$ cat config.mk
export PLATFORM = sky130hd
export DESIGN_NAME = pll_lock_reset_ctrl
export DESIGN_NICKNAME = d
export VERILOG_FILES = /design/src/rtl/pll_lock_reset_ctrl.sv
export SDC_FILE = /design/constraint.sdc
export NUM_CORES = 1
export LEC_CHECK = 0
export CAP_MARGIN = 20
export CORE_MARGIN = 2
export CORE_UTILIZATION = 49
export CTS_BUF_LIST = sky130_fd_sc_hd__clkbuf_2 sky130_fd_sc_hd__clkbuf_4 sky130_fd_sc_hd__clkbuf_8
export DETAILED_ROUTE_END_ITERATION = 6
export PLACE_DENSITY = 0.7
export SETUP_SLACK_MARGIN = 0.15
export SLEW_MARGIN = 40
export SYNTH_ARGS = -nofsm -noshare
export SYNTH_HDL_FRONTEND = slang
export SYNTH_SLANG_ARGS = --single-unit
$ cat constraint.sdc
create_clock -name clkin -period 2.76 [get_ports clkin]
set_input_delay 0.828 -clock clkin [delete_from_list [all_inputs] [get_ports clkin]]
set_output_delay 0.828 -clock clkin [all_outputs]
set_load 0.02 [all_outputs]
$ cat src/rtl/pll_lock_reset_ctrl.sv
// Sequences the ECP5 PLL reset, qualifies its LOCK output for a stable window,
// and only then releases the downstream system reset; retries on timeout or lock loss.
module pll_lock_reset_ctrl #(
  parameter int PLL_RST_CYCLES      = 16,
  parameter int LOCK_STABLE_CYCLES  = 1024,
  parameter int LOCK_TIMEOUT_CYCLES = 100000
) (
  input  logic       clkin,
  input  logic       rst_n,
  input  logic       pll_locked,
  input  logic       restart,
  output logic       pll_rst,
  output logic       sys_rst_n,
  output logic       ready,
  output logic       timeout_err,
  output logic [7:0] relock_count
);

  localparam int MAX_AB = (PLL_RST_CYCLES > LOCK_STABLE_CYCLES) ? PLL_RST_CYCLES : LOCK_STABLE_CYCLES;
  localparam int MAX_P  = (MAX_AB > LOCK_TIMEOUT_CYCLES) ? MAX_AB : LOCK_TIMEOUT_CYCLES;
  localparam int CW     = $clog2(MAX_P) + 1;

  localparam logic [CW-1:0] RST_LAST = CW'(PLL_RST_CYCLES - 1);
  localparam logic [CW-1:0] STB_LAST = CW'(LOCK_STABLE_CYCLES - 1);
  localparam logic [CW-1:0] TMO_LAST = CW'(LOCK_TIMEOUT_CYCLES - 1);
  localparam logic [CW-1:0] CNT_ONE  = CW'(1);
  localparam logic [CW-1:0] CNT_ZERO = CW'(0);

  typedef enum logic [1:0] {
    PLL_RESET = 2'd0,
    WAIT_LOCK = 2'd1,
    STABLE    = 2'd2,
    RUN       = 2'd3
  } state_t;

  logic          sync_meta_r;
  logic          lock_s;
  state_t        state_r;
  state_t        state_s;
  logic [CW-1:0] cnt_r;
  logic [CW-1:0] cnt_s;
  logic          cnt_hold_s;
  logic          timeout_s;
  logic [7:0]    relock_s;

  // Two-flop synchronizer for the asynchronous PLL LOCK output.
  always_ff @(posedge clkin or negedge rst_n) begin
    if (!rst_n) begin
      sync_meta_r <= 1'b0;
      lock_s      <= 1'b0;
    end else begin
      sync_meta_r <= pll_locked;
      lock_s      <= sync_meta_r;
    end
  end

  // Next-state, counter and status computation.
  always_comb begin
    state_s    = state_r;
    cnt_hold_s = 1'b0;
    timeout_s  = timeout_err;
    relock_s   = relock_count;
    case (state_r)
      PLL_RESET: begin
        // restart is deliberately not looked at here: the pulse always completes
        if (cnt_r == RST_LAST) begin
          state_s = WAIT_LOCK;
        end else begin
          state_s = PLL_RESET;
        end
      end
      WAIT_LOCK: begin
        if (restart) begin
          state_s   = PLL_RESET;
          timeout_s = 1'b0;
        end else if (lock_s) begin
          state_s = STABLE;
        end else if (cnt_r == TMO_LAST) begin
          state_s   = PLL_RESET;
          timeout_s = 1'b1;
        end else begin
          state_s = WAIT_LOCK;
        end
      end
      STABLE: begin
        if (restart) begin
          state_s   = PLL_RESET;
          timeout_s = 1'b0;
        end else if (!lock_s) begin
          state_s = WAIT_LOCK;
        end else if (cnt_r == STB_LAST) begin
          state_s = RUN;
        end else begin
          state_s = STABLE;
        end
      end
      RUN: begin
        if (restart) begin
          state_s   = PLL_RESET;
          timeout_s = 1'b0;
        end else if (!lock_s) begin
          state_s = PLL_RESET;
          if (relock_count != 8'hFF) begin
            relock_s = relock_count + 8'd1;
          end else begin
            relock_s = relock_count;
          end
        end else begin
          state_s    = RUN;
          cnt_hold_s = 1'b1;
        end
      end
      default: begin
        state_s = PLL_RESET;
      end
    endcase

    if (state_s != state_r) begin
      cnt_s = CNT_ZERO;
    end else if (cnt_hold_s) begin
      cnt_s = cnt_r;
    end else begin
      cnt_s = cnt_r + CNT_ONE;
    end
  end

  // State register with outputs decoded from the next state so they move with it.
  always_ff @(posedge clkin or negedge rst_n) begin
    if (!rst_n) begin
      state_r      <= PLL_RESET;
      cnt_r        <= CNT_ZERO;
      pll_rst      <= 1'b1;
      sys_rst_n    <= 1'b0;
      ready        <= 1'b0;
      timeout_err  <= 1'b0;
      relock_count <= 8'd0;
    end else begin
      state_r      <= state_s;
      cnt_r        <= cnt_s;
      pll_rst      <= (state_s == PLL_RESET);
      sys_rst_n    <= (state_s == RUN);
      ready        <= (state_s == RUN);
      timeout_err  <= timeout_s;
      relock_count <= relock_s;
    end
  end

endmodule

==> metrics.md, run 1 <==
| Metric | Value |
|---|---|
| Outcome | `complete, no violations` |
| Wire length on met2 | `1630 µm` |
| Design Area, Final | `slightly below 2000 µm²` |
| Slowest Stage Delay on Critical Path | `~590 ps` |
| Internal Pwr Total | `slightly above 800 µW` |
| WHS Path Cells | `0` |
| Wire per inst | `around 14 µm` |
| Clock tree root buffer cell | `clkbuf_4` |
| Setup TNS | `0 ps` |
| Slew @ Worst Pin | `between 400 and 500 ps` |
| Sw frac | `between 30% and 40%` |
| Clk network pwr share | `approximately a fifth` |
| Final cell count without fillers | `224` |
| Core Box Area | `approximately 3300 µm²` |
| Maximum root-to-sink buffer count | `2` |
| Seq cells post-synth | `33` |
| Vias post-DR | `between 1k and 1.5k` |
| Post-route ant nets | `0` |
| Syn Area/Cell | `10.8 µm²` |
| Antenna violations before repair | `0` |
| Post-cts sizing count | `0` |
| Yosys warns | `0` |
| Area growth, synth to finish | `15.9%` |
| CP max-delay cell | `clkdlybuf4s50_1` |
| First-pass GRT wire length | `5460 µm` |
| Reg2reg setup slack | `960 ps` |
| # fillers | `320` |
| GRT Residual Overflow | `0` |
| Skew-Pair Late Insertion Delay | `approximately 350 ps` |
| Detail Placement HPWL | `2320 µm` |
| Commonest non-fill, non-tap cell in the layout | `dfrtp_1` |
| GRT Resource Usage Total | `roughly 18%` |
| CP Launch Type | `register` |
| Worst setup EP type | `output pin` |
| Gpl congestion | `~0.83` |
| Net load switching power | `about 440 µW` |
| Worst-path clk slew | `110 ps` |
| M1 wire length | `between 1000 and 1500 µm` |
| Initial core utilization | `around 51%` |
| Mapped Cells | `155` |
| Die width | `~63 µm` |
| Crit path DAT | `about 1500 ps` |
| Worst hold path endpoint | `lock_s$_DFF_PN0_` |
| Commonest non-fill, non-tap cells in the layout | `dfrtp_1, nor2_1, xor2_1, clkdlybuf4s50_1, nand2_1` |
| DR pass1 iterations | `4` |
| WS Path Type | `register to output pin` |
| Syn_nets | `approximately 160` |
| Post-CTS Setup Inserts | `0` |
| Final nets | `about 180` |
| FF-to-FF End | `relock_count[1]$_DFFE_PN0P_` |
| Critical-path maximum fanout | `1` |
| Final setup violation count | `0` |
| RSZ-0062 raised after global routing | `false` |
| WP buf/inv | `1` |
| Reg2reg path depth | `4` |
| DR vias/cell | `5.38` |
| Routed WL | `between 3000 and 4000 µm` |
| Die area | `just under 4000 µm²` |
| Number of diodes | `0` |
| First DRT Iteration DRCs | `53` |
| Remaining routing DRC violations | `0` |
| Overall power | `approximately 1300 µW` |
| Rows | `21` |
| Critical-path cell list | `clkdlybuf4s50_1` |
| Rel. slew slack | `~72%` |
| Seq/Total Area, Yosys | `between 40% and 50%` |
| Comb power frac | `29.9%` |
| Number of CTS-inserted buffers | `5` |
| CP top delay family | `buffers and inverters` |
| Max Clk Rate | `0.439 GHz` |
| Final core occ | `58.8%` |
| Hold Crit Start | `sync_meta_r$_DFF_PN0_` |
| Seq pwr share | `between 40% and 50%` |
| Clock skew | `17.8 ps` |
| H-tree levels | `2` |
| Cell Area, Placed | `1890 µm²` |
| P_leak | `~0.0009 µW` |
| Final hold violation count | `0` |
| Cell variety after synth | `42` |
| Vias in the first global route | `1,233` |
| Hold Buf Count CTS | `0` |
| CTS Sinks | `33` |
| Die Ht | `62.6 µm` |
| Largest net degree at the start of global routing | `34` |
| Hold Path Class | `register to register` |
| CTS tree | `yes` |
| Worst EP required | `just under 2000 ps` |
| Io pins | `16` |
| Cell area after synthesis | `1680 µm²` |
| Layout cells sized above 1 | `13.5%` |
| Max_cap viols | `0` |
| Max VDD drop | `0.000381 V` |
| # port buffers | `15` |
| Top Metal Used | `met4` |
| Tcrit/Tclk final | `between 80% and 90%` |
| PwrDens | `645 nW/µm²` |
| Final min period | `between 2000 and 2500 ps` |
| Reg2Reg Launch Point | `relock_count[0]$_DFFE_PN0P_` |
| Max Transition Viols Final | `0` |
| Placed Cells | `approximately 220` |
| Met3 Routed Length | `91 µm` |
-- kinds of logic after synthesis --
group,synth area share (%)
buffers and inverters,1.71
AO/OA/AOI/OAI,7.22
adder cells (fa/ha/maj),1.49
flip-flops,49.2
XOR/XNOR,12.5
multiplexers,1.27
AND/OR/NAND/NOR,26.6
-- cells in the mapped netlist --
| master | n | area (µm²) |
|---|---|---|
| a21boi_0 | 1 | 7.51 |
| a21o_1 | 1 | 7.51 |
| a21oi_1 | 1 | 5.00 |
| a22o_1 | 1 | 8.76 |
| a22oi_1 | 1 | 7.51 |
| a311oi_4 | 1 | 26.3 |
| a31o_2 | 1 | 8.76 |
| a31oi_4 | 1 | 21.3 |
| and2_1 | 1 | 6.26 |
| and3_1 | 8 | 50.1 |
| and4_1 | 3 | 26.3 |
| and4b_1 | 1 | 10.0 |
| buf_2 | 2 | 10.0 |
| buf_4 | 2 | 15.0 |
| dfrtp_1 | 32 | 801 |
| dfstp_2 | 1 | 26.3 |
| ha_1 | 2 | 25.0 |
| inv_1 | 1 | 3.75 |
| mux2_2 | 1 | 11.3 |
| mux2i_1 | 1 | 10.0 |
| nand2_1 | 12 | 45.0 |
| nand2b_1 | 2 | 12.5 |
| nand3_1 | 6 | 30.0 |
| nand3b_1 | 1 | 7.51 |
| nand4_1 | 7 | 43.8 |
| nand4b_1 | 1 | 8.76 |
| nor2_1 | 22 | 82.6 |
| nor2_4 | 1 | 11.3 |
| nor2b_1 | 3 | 18.8 |
| nor3_1 | 1 | 5.00 |
| nor3_2 | 1 | 10.0 |
| nor4_1 | 1 | 6.26 |
| nor4_4 | 1 | 21.3 |
| o21ai_0 | 2 | 10.0 |
| o21bai_4 | 1 | 18.8 |
| or2_2 | 1 | 6.26 |
| or3_1 | 2 | 12.5 |
| or4_1 | 1 | 7.51 |
| or4_4 | 1 | 11.3 |
| or4b_4 | 1 | 13.8 |
| xnor2_1 | 8 | 70.1 |
| xor2_1 | 16 | 140 |
-- routing by layer --
| layer | GRT usage, % | up-vias |
|---|---|---|
| li1 | - | 585 |
| met1 | 20.4 | 598 |
| met2 | 31.9 | 15 |
| met3 | 4.50 | 8 |
| met4 | 10.8 | 0 |
| met5 | 0 | - |
-- flip-flops by register name, indices dropped and copies added (netlist names) --
signal / flops
cnt_r: 18
relock_count: 8
lock_s: 1
pll_rst: 1
ready: 1
timeout_err: 1
state_r: 2
sync_meta_r: 1
-- worst max path at each step --
| stage | from | endpoint | depth (start not counted) |
|---|---|---|---|
| global route | pll_rst$_DFF_PN1_ | pll_rst | 1 |
| CTS | pll_rst$_DFF_PN1_ | pll_rst | 1 |
| finish | pll_rst$_DFF_PN1_ | pll_rst | 1 |
| detailed placement | restart | cnt_r[15]$_DFFE_PN0P_ | 6 |
| floorplan | restart | relock_count[1]$_DFFE_PN0P_ | 3 |
| global placement | restart | relock_count[1]$_DFFE_PN0P_ | 4 |
-- area by class of cell --
class | instances | area [µm²] | share of cell area (%)
inverter | 1 | 3.75 | 0.193
timing repair buffer | 19 | 180 | 9.25
clock buffer | 5 | 37.5 | 1.93
tap | 46 | 57.6 | 2.95
multi-input combinational | 117 | 825 | 42.3
clock inverter | 3 | 17.5 | 0.899
sequential | 33 | 827 | 42.5
-- power groups by stage --
stage	Clock, µW	Combinational, µW	Sequential (µW)
global placement	0	367	613
floorplan	0	236	632
CTS	278	385	613
detailed placement	0	384	622
global route	301	420	623
finish	267	376	613
-- through the flow --
step	hold slack (ps)	setup WS, ps
2_1_floorplan	331	801
3_3_place_gp	342	279
3_5_place_dp	340	233
4_1_cts	367	460
5_1_grt	373	439
6_report	363	483
Note: power is estimated with default switching activity, not from simulation.
==> run 2: changes to the inputs <==
--- a/config.mk
+++ b/config.mk
@@ -10,7 +10,7 @@
 export CORE_UTILIZATION = 49
 export CTS_BUF_LIST = sky130_fd_sc_hd__clkbuf_2 sky130_fd_sc_hd__clkbuf_4 sky130_fd_sc_hd__clkbuf_8
 export DETAILED_ROUTE_END_ITERATION = 6
-export PLACE_DENSITY = 0.7
+export PLACE_DENSITY = 0.73
 export SETUP_SLACK_MARGIN = 0.15
 export SLEW_MARGIN = 40
 export SYNTH_ARGS = -nofsm -noshare
==> constraint.sdc (replaced) <==
create_clock -name clkin -period 1.9 [get_ports clkin]
set_input_delay 0.57 -clock clkin [delete_from_list [all_inputs] [get_ports clkin]]
set_output_delay 0.57 -clock clkin [all_outputs]
set_load 0.02 [all_outputs]
==> run 2 against run 1 <==
Effect of this change:
- via count grew 6.1%
- die area stayed put
- final area is 11% higher
- global-route usage is 1.5 points higher
- cell count up 8.9%
- sequential share of layout area is 3.9 points lower
- total power up 55%
- non-clock buffer count grew 20
- register-to-register slack got worse by 840 ps
- clock skew is 2.6 ps lower
- largest power group unchanged
- highest routed layer unchanged
==> metrics.md, run 2 (same netlist as run 1, synthesis figures left out) <==
| Metric | Value |
|---|---|
| Outcome | `complete, no violations` |
| Wire per inst | `14.3 µm` |
| Number of CTS-inserted buffers | `5` |
| First-pass GRT wire length | `6050 µm` |
| Crit path DAT | `1990 ps` |
| Detail Placement HPWL | `approximately 2400 µm` |
| First DRT Iteration DRCs | `70` |
| Worst EP required | `roughly 2100 ps` |
| Worst setup EP type | `register` |
| # port buffers | `15` |
| GRT Resource Usage Total | `19.9%` |
| Biggest regs | `cnt_r (18), relock_count (8), state_r (2)` |
| Io pins | `16` |
| Skew-Pair Late Insertion Delay | `about 340 ps` |
| Remaining routing DRC violations | `0` |
| Largest register by flop count | `cnt_r` |
| Worst hold path endpoint | `lock_s$_DFF_PN0_` |
| Gpl congestion | `0.790` |
| CP Launch Type | `register` |
| Setup TNS | `0 ps` |
| DR vias/cell | `between 5 and 6` |
| PwrDens | `901 nW/µm²` |
| Slowest Stage Delay on Critical Path | `580 ps` |
| Clock tree root buffer cell | `clkbuf_4` |
| Worst-path clk slew | `roughly 100 ps` |
| Final hold violation count | `0` |
| Largest register FFs | `18` |
| Final nets | `just over 200` |
| Core Box Area | `approximately 3300 µm²` |
| Reg2Reg Launch Point | `cnt_r[13]$_DFFE_PN0P_` |
| CP top delay family | `simple AND/OR/NAND/NOR gates` |
| Vias post-DR | `roughly 1.3k` |
| RSZ-0062 raised after global routing | `true` |
| Tcrit/Tclk final | `a little over nine tenths` |
| Commonest non-fill, non-tap cell in the layout | `dfrtp_1` |
| Rows | `21` |
| Vias in the first global route | `about 1.4k` |
| CTS tree | `yes` |
| H-tree levels | `2` |
| Die area | `approximately 3900 µm²` |
| Antenna violations before repair | `0` |
| Reg2reg path depth | `5` |
| Max_cap viols | `0` |
| Slew @ Worst Pin | `257 ps` |
| Reg2reg setup slack | `roughly 120 ps` |
| WP buf/inv | `0` |
| Number of diodes | `0` |
| FF-to-FF End | `cnt_r[0]$_DFFE_PN0P_` |
| Clock skew | `15.2 ps` |
| Maximum root-to-sink buffer count | `2` |
| Initial core utilization | `about half` |
| Critical-path cell list | `or4_4 > nor2_4 > a31oi_4 > o21bai_4 > nor2_1` |
| Worst setup margin | `115 ps` |
| Largest net degree at the start of global routing | `34` |
| Setup WS pre-CTS | `-283 ps` |
| Layout cells sized above 1 | `approximately 28%` |
| Max Clk Rate | `roughly 0.56 GHz` |
| GRT Residual Overflow | `0` |
| Max Transition Viols Final | `0` |
| Post-route ant nets | `0` |
| Final min period | `~1800 ps` |
| P_leak | `around 0.0011 µW` |
| CP max-delay cell | `or4_4` |
| Die width | `between 60 and 70 µm` |
| Hold Path Class | `register to register` |
| Die Ht | `62.6 µm` |
| Routed WL | `approximately 3500 µm` |
| # fillers | `approximately 290` |
| Area growth, synth to finish | `28.4%` |
| WS Path Type | `register to register` |
| Hold Buf Count CTS | `0` |
| Critical-path maximum fanout | `8` |
| Hold Crit Start | `sync_meta_r$_DFF_PN0_` |
| CTS Sinks | `33` |
| WHS Path Cells | `0` |
| Final setup violation count | `0` |
| DR pass1 iterations | `4` |
| Commonest non-fill, non-tap cells in the layout | `dfrtp_1, nor2_1, buf_4, xor2_1` |
| Rel. slew slack | `between 80% and 90%` |
| Max VDD drop | `around 0.00054 V` |
[run 2: changes by cell type in the layout (fill, tap and decap cells not counted), moves of 2 or more]
cell | before | now
dfrtp_2 | 0 | 4
buf_6 | 0 | 2
clkdlybuf4s50_1 | 15 | 2
clkbuf_4 | 5 | 8
buf_4 | 4 | 21
dfrtp_1 | 32 | 28
dlygate4sd2_1 | 0 | 12
clkinv_2 | 2 | 0
[run 2: worst register-to-register path: stages (launching register included)]
cell and delay (ps):
dfrtp_1 400, or4_4 580, nor2_4 210, a31oi_4 130, o21bai_4 260, nor2_1 80
[run 2: metrics by stage]
stage	cell area (µm²)	hold WS, ps	util, %	power (µW)	instances
after CTS	2100	385	63.4	1920	241
final	2160	367	65.2	1940	244
after global placement	2000	360	60.4	1460	227
after detailed placement	2000	367	60.4	1500	227
after global routing	2160	389	65.2	2070	244
after floorplan	1690	274	-	1270	155
[run 2: worst max-delay path by stage]
stage / slack, ps / cells past startpoint / startpoint / endpoint
2_1_floorplan: 150 / 5 / relock_count[0]$_DFFE_PN0P_ / relock_count[6]$_DFFE_PN0P_
3_3_place_gp: -240 / 5 / restart / relock_count[1]$_DFFE_PN0P_
4_1_cts: 130 / 1 / pll_rst$_DFF_PN1_ / pll_rst
5_1_grt: 30 / 5 / cnt_r[13]$_DFFE_PN0P_ / cnt_r[7]$_DFFE_PN0P_
3_5_place_dp: -280 / 5 / restart / relock_count[1]$_DFFE_PN0P_
6_report: 120 / 5 / cnt_r[13]$_DFFE_PN0P_ / cnt_r[0]$_DFFE_PN0P_
[run 2: layout make-up]
type                            count  area, µm²  area share (%)
Sequential cell                    33        832            38.6
Multi-Input combinational cell    117        873            40.5
Tap cell                           46       57.6            2.67
Timing Repair Buffer               39        330            15.3
Clock buffer                        8       60.1            2.78
Inverter                            1       3.75           0.174
[run 2: power by group]
part           switching [µW]  internal, µW
Combinational             333           286
Clock                     224           190
Sequential                108           802
[run 2: per-layer routing]
metal / part of all wire (%) / wire (µm) / GRT usage (%) / vias up
met5: 0 / 0 / 0 / -
met3: 3.8 / 132 / 4.32 / 7
met4: 1.9 / 67 / 10.6 / 0
li1: - / - / - / 627
met1: 42 / 1470 / 22.3 / 627
met2: 52 / 1810 / 35.1 / 19
[run 2: what timing repair did]
action | CTS | global route
gates cloned | 0 | 0
setup endpoints to repair | 33 | 18
setup buffers | 6 | 3
resized for setup | 15 | 12
pin swaps | 2 | 3
==> run 3: changes to the inputs <==
--- a/config.mk
+++ b/config.mk
@@ -10,7 +10,7 @@
 export CORE_UTILIZATION = 49
 export CTS_BUF_LIST = sky130_fd_sc_hd__clkbuf_2 sky130_fd_sc_hd__clkbuf_4 sky130_fd_sc_hd__clkbuf_8
 export DETAILED_ROUTE_END_ITERATION = 6
-export PLACE_DENSITY = 0.73
+export PLACE_DENSITY = 0.7
 export SETUP_SLACK_MARGIN = 0.15
 export SLEW_MARGIN = 40
 export SYNTH_ARGS = -nofsm -noshare
==> constraint.sdc (replaced) <==
create_clock -name clkin -period 1.75 [get_ports clkin]
set_input_delay 0.525 -clock clkin [delete_from_list [all_inputs] [get_ports clkin]]
set_output_delay 0.525 -clock clkin [all_outputs]
set_load 0.02 [all_outputs]
==> run 3 against run 2 <==
Effect of this change:
- total power up 14%
- cell count up 5.3%
- routed wire length rose by 2.6%
- hold slack lost 7.5 ps
- core utilization grew 3.8 points
- clock power up 21%
- critical path depth unchanged
- non-clock buffer count grew 13
- final area up 5.9%
==> metrics.md, run 3 (same netlist as run 1, synthesis figures left out) <==
| Metric | Value |
|---|---|
| Gpl congestion | `between 0.8 and 0.9` |
| Core Box Area | `about 3300 µm²` |
| Final min period | `between 1500 and 2000 ps` |
| Layout cells sized above 1 | `35.5%` |
| Max Transition Viols Final | `0` |
| Max_cap viols | `0` |
| Final hold violation count | `0` |
| DR vias/cell | `about 5.2` |
| RSZ-0062 raised after global routing | `true` |
| Worst setup margin | `20.1 ps` |
| # port buffers | `15` |
| Antenna violations before repair | `0` |
| Routed WL | `about 3600 µm` |
| Vias in the first global route | `approximately 1.4k` |
| Slew @ Worst Pin | `about 260 ps` |
| Post-route ant nets | `0` |
| Number of CTS-inserted buffers | `5` |
| GRT Residual Overflow | `0` |
| Outcome | `complete, no violations` |
| H-tree levels | `2` |
| CP Launch Type | `register` |
| Hold Path Class | `register to register` |
| Area growth, synth to finish | `35.9%` |
| Crit path DAT | `between 1500 and 2000 ps` |
| Final nets | `216` |
| Largest register by flop count | `cnt_r` |
| Largest register FFs | `18` |
| Biggest regs | `cnt_r (18), relock_count (8), state_r (2)` |
| Setup TNS | `0 ps` |
| Die Ht | `about 63 µm` |
| Critical-path maximum fanout | `8` |
| Final setup violation count | `0` |
| WS Path Type | `register to register` |
| Detail Placement HPWL | `around 2500 µm` |
| Max VDD drop | `approximately 0.00062 V` |
| First-pass GRT wire length | `about 6200 µm` |
| Commonest non-fill, non-tap cell in the layout | `buf_4` |
| Setup WS pre-CTS | `-401 ps` |
| Tcrit/Tclk final | `98.9%` |
| Vias post-DR | `1,336` |
| Die width | `approximately 63 µm` |
| Worst EP required | `roughly 2000 ps` |
| Min Hold Slack | `roughly 360 ps` |
| Largest net degree at the start of global routing | `34` |
| Initial core utilization | `~51%` |
| Worst-path clk slew | `approximately 110 ps` |
| CTS Sinks | `33` |
| GRT Resource Usage Total | `between 20% and 30%` |
| Rows | `21` |
| Number of diodes | `0` |
| Wire per inst | `~14 µm` |
| P_leak | `between 0.001 and 0.0015 µW` |
| Final cell count without fillers | `roughly 260` |
| Die area | `approximately 3900 µm²` |
| First DRT Iteration DRCs | `56` |
| Maximum root-to-sink buffer count | `2` |
| CTS tree | `yes` |
| Worst setup EP type | `register` |
| Clock skew | `between 10 and 15 ps` |
| Max Clk Rate | `~0.58 GHz` |
| Io pins | `16` |
| Rel. slew slack | `around 83%` |
| PwrDens | `~970 nW/µm²` |
| Clock tree root buffer cell | `clkbuf_4` |
| Skew-Pair Late Insertion Delay | `340 ps` |
| DR pass1 iterations | `4` |
| Placed Cells | `around 240` |
| Commonest non-fill, non-tap cells in the layout | `buf_4, dfrtp_1, nor2_1, xor2_1, nand2_1` |
| Remaining routing DRC violations | `0` |
## run 3: path summary, 6_finish.rpt
check                                       from                      end  slack, ps  cells past startpoint
min in group asynchronous                  rst_n  timeout_err$_DFFE_PN0P_        550                      2
max in group asynchronous                  rst_n        pll_rst$_DFF_PN1_        960                      2
setup reg to reg           cnt_r[12]$_DFFE_PN0P_     cnt_r[9]$_DFFE_PN0P_         20                      5
setup / recovery           cnt_r[12]$_DFFE_PN0P_     cnt_r[9]$_DFFE_PN0P_         20                      5
hold / removal             sync_meta_r$_DFF_PN0_         lock_s$_DFF_PN0_        360                      0
hold reg to reg            sync_meta_r$_DFF_PN0_         lock_s$_DFF_PN0_        360                      0
## run 3: power by group
group / switching (µW) / internal, µW
registers: 99.4 / 868
logic: 379 / 369
clock network: 268 / 233
total: 746 / 1470
## run 3: timing repair
item / CTS / global route
setup buffers: 7 / 7
cloned: 0 / 0
pin swaps: 14 / 11
endpoints found under the setup margin: 40 / 38
resized for setup: 37 / 15
hold buffers: 0 / 0
## run 3: cell type report
class                           count  area, µm²
Timing Repair Buffer               52        450
Sequential cell                    33        830
Fill cell                         262       1030
Inverter                            1       3.75
Clock buffer                        7       65.1
Clock inverter                      1       5.00
Multi-Input combinational cell    117        872
Tap cell                           46       57.6
## run 3: critical path: stages, from the launching register on
cell and delay, ps:
dfrtp_1 390, or4_4 580, nor3_2 210, a21oi_2 90
o21bai_4 250, nor2_1 80
## run 3: routing by layer
metal  global-route usage [%]  vias to the layer above  routed length [µm]
met5                        0                        -                   0
met1                     23.8                      663                1540
met4                     7.50                        0                  60
li1                         -                      651                   -
met2                     36.2                       16                1860
met3                     5.05                        6                 104
## run 3: stage by stage
| stage | power (µW) | util, % | cell area (µm²) |
|---|---|---|---|
| finish | 2220 | 69.0 | 2280 |
| global route | 2360 | 69.0 | 2280 |
| CTS | 2200 | 67.3 | 2230 |
| detailed placement | 1650 | 62.3 | 2060 |
| global placement | 1620 | 62.3 | 2060 |
| floorplan | 1400 | - | 1700 |
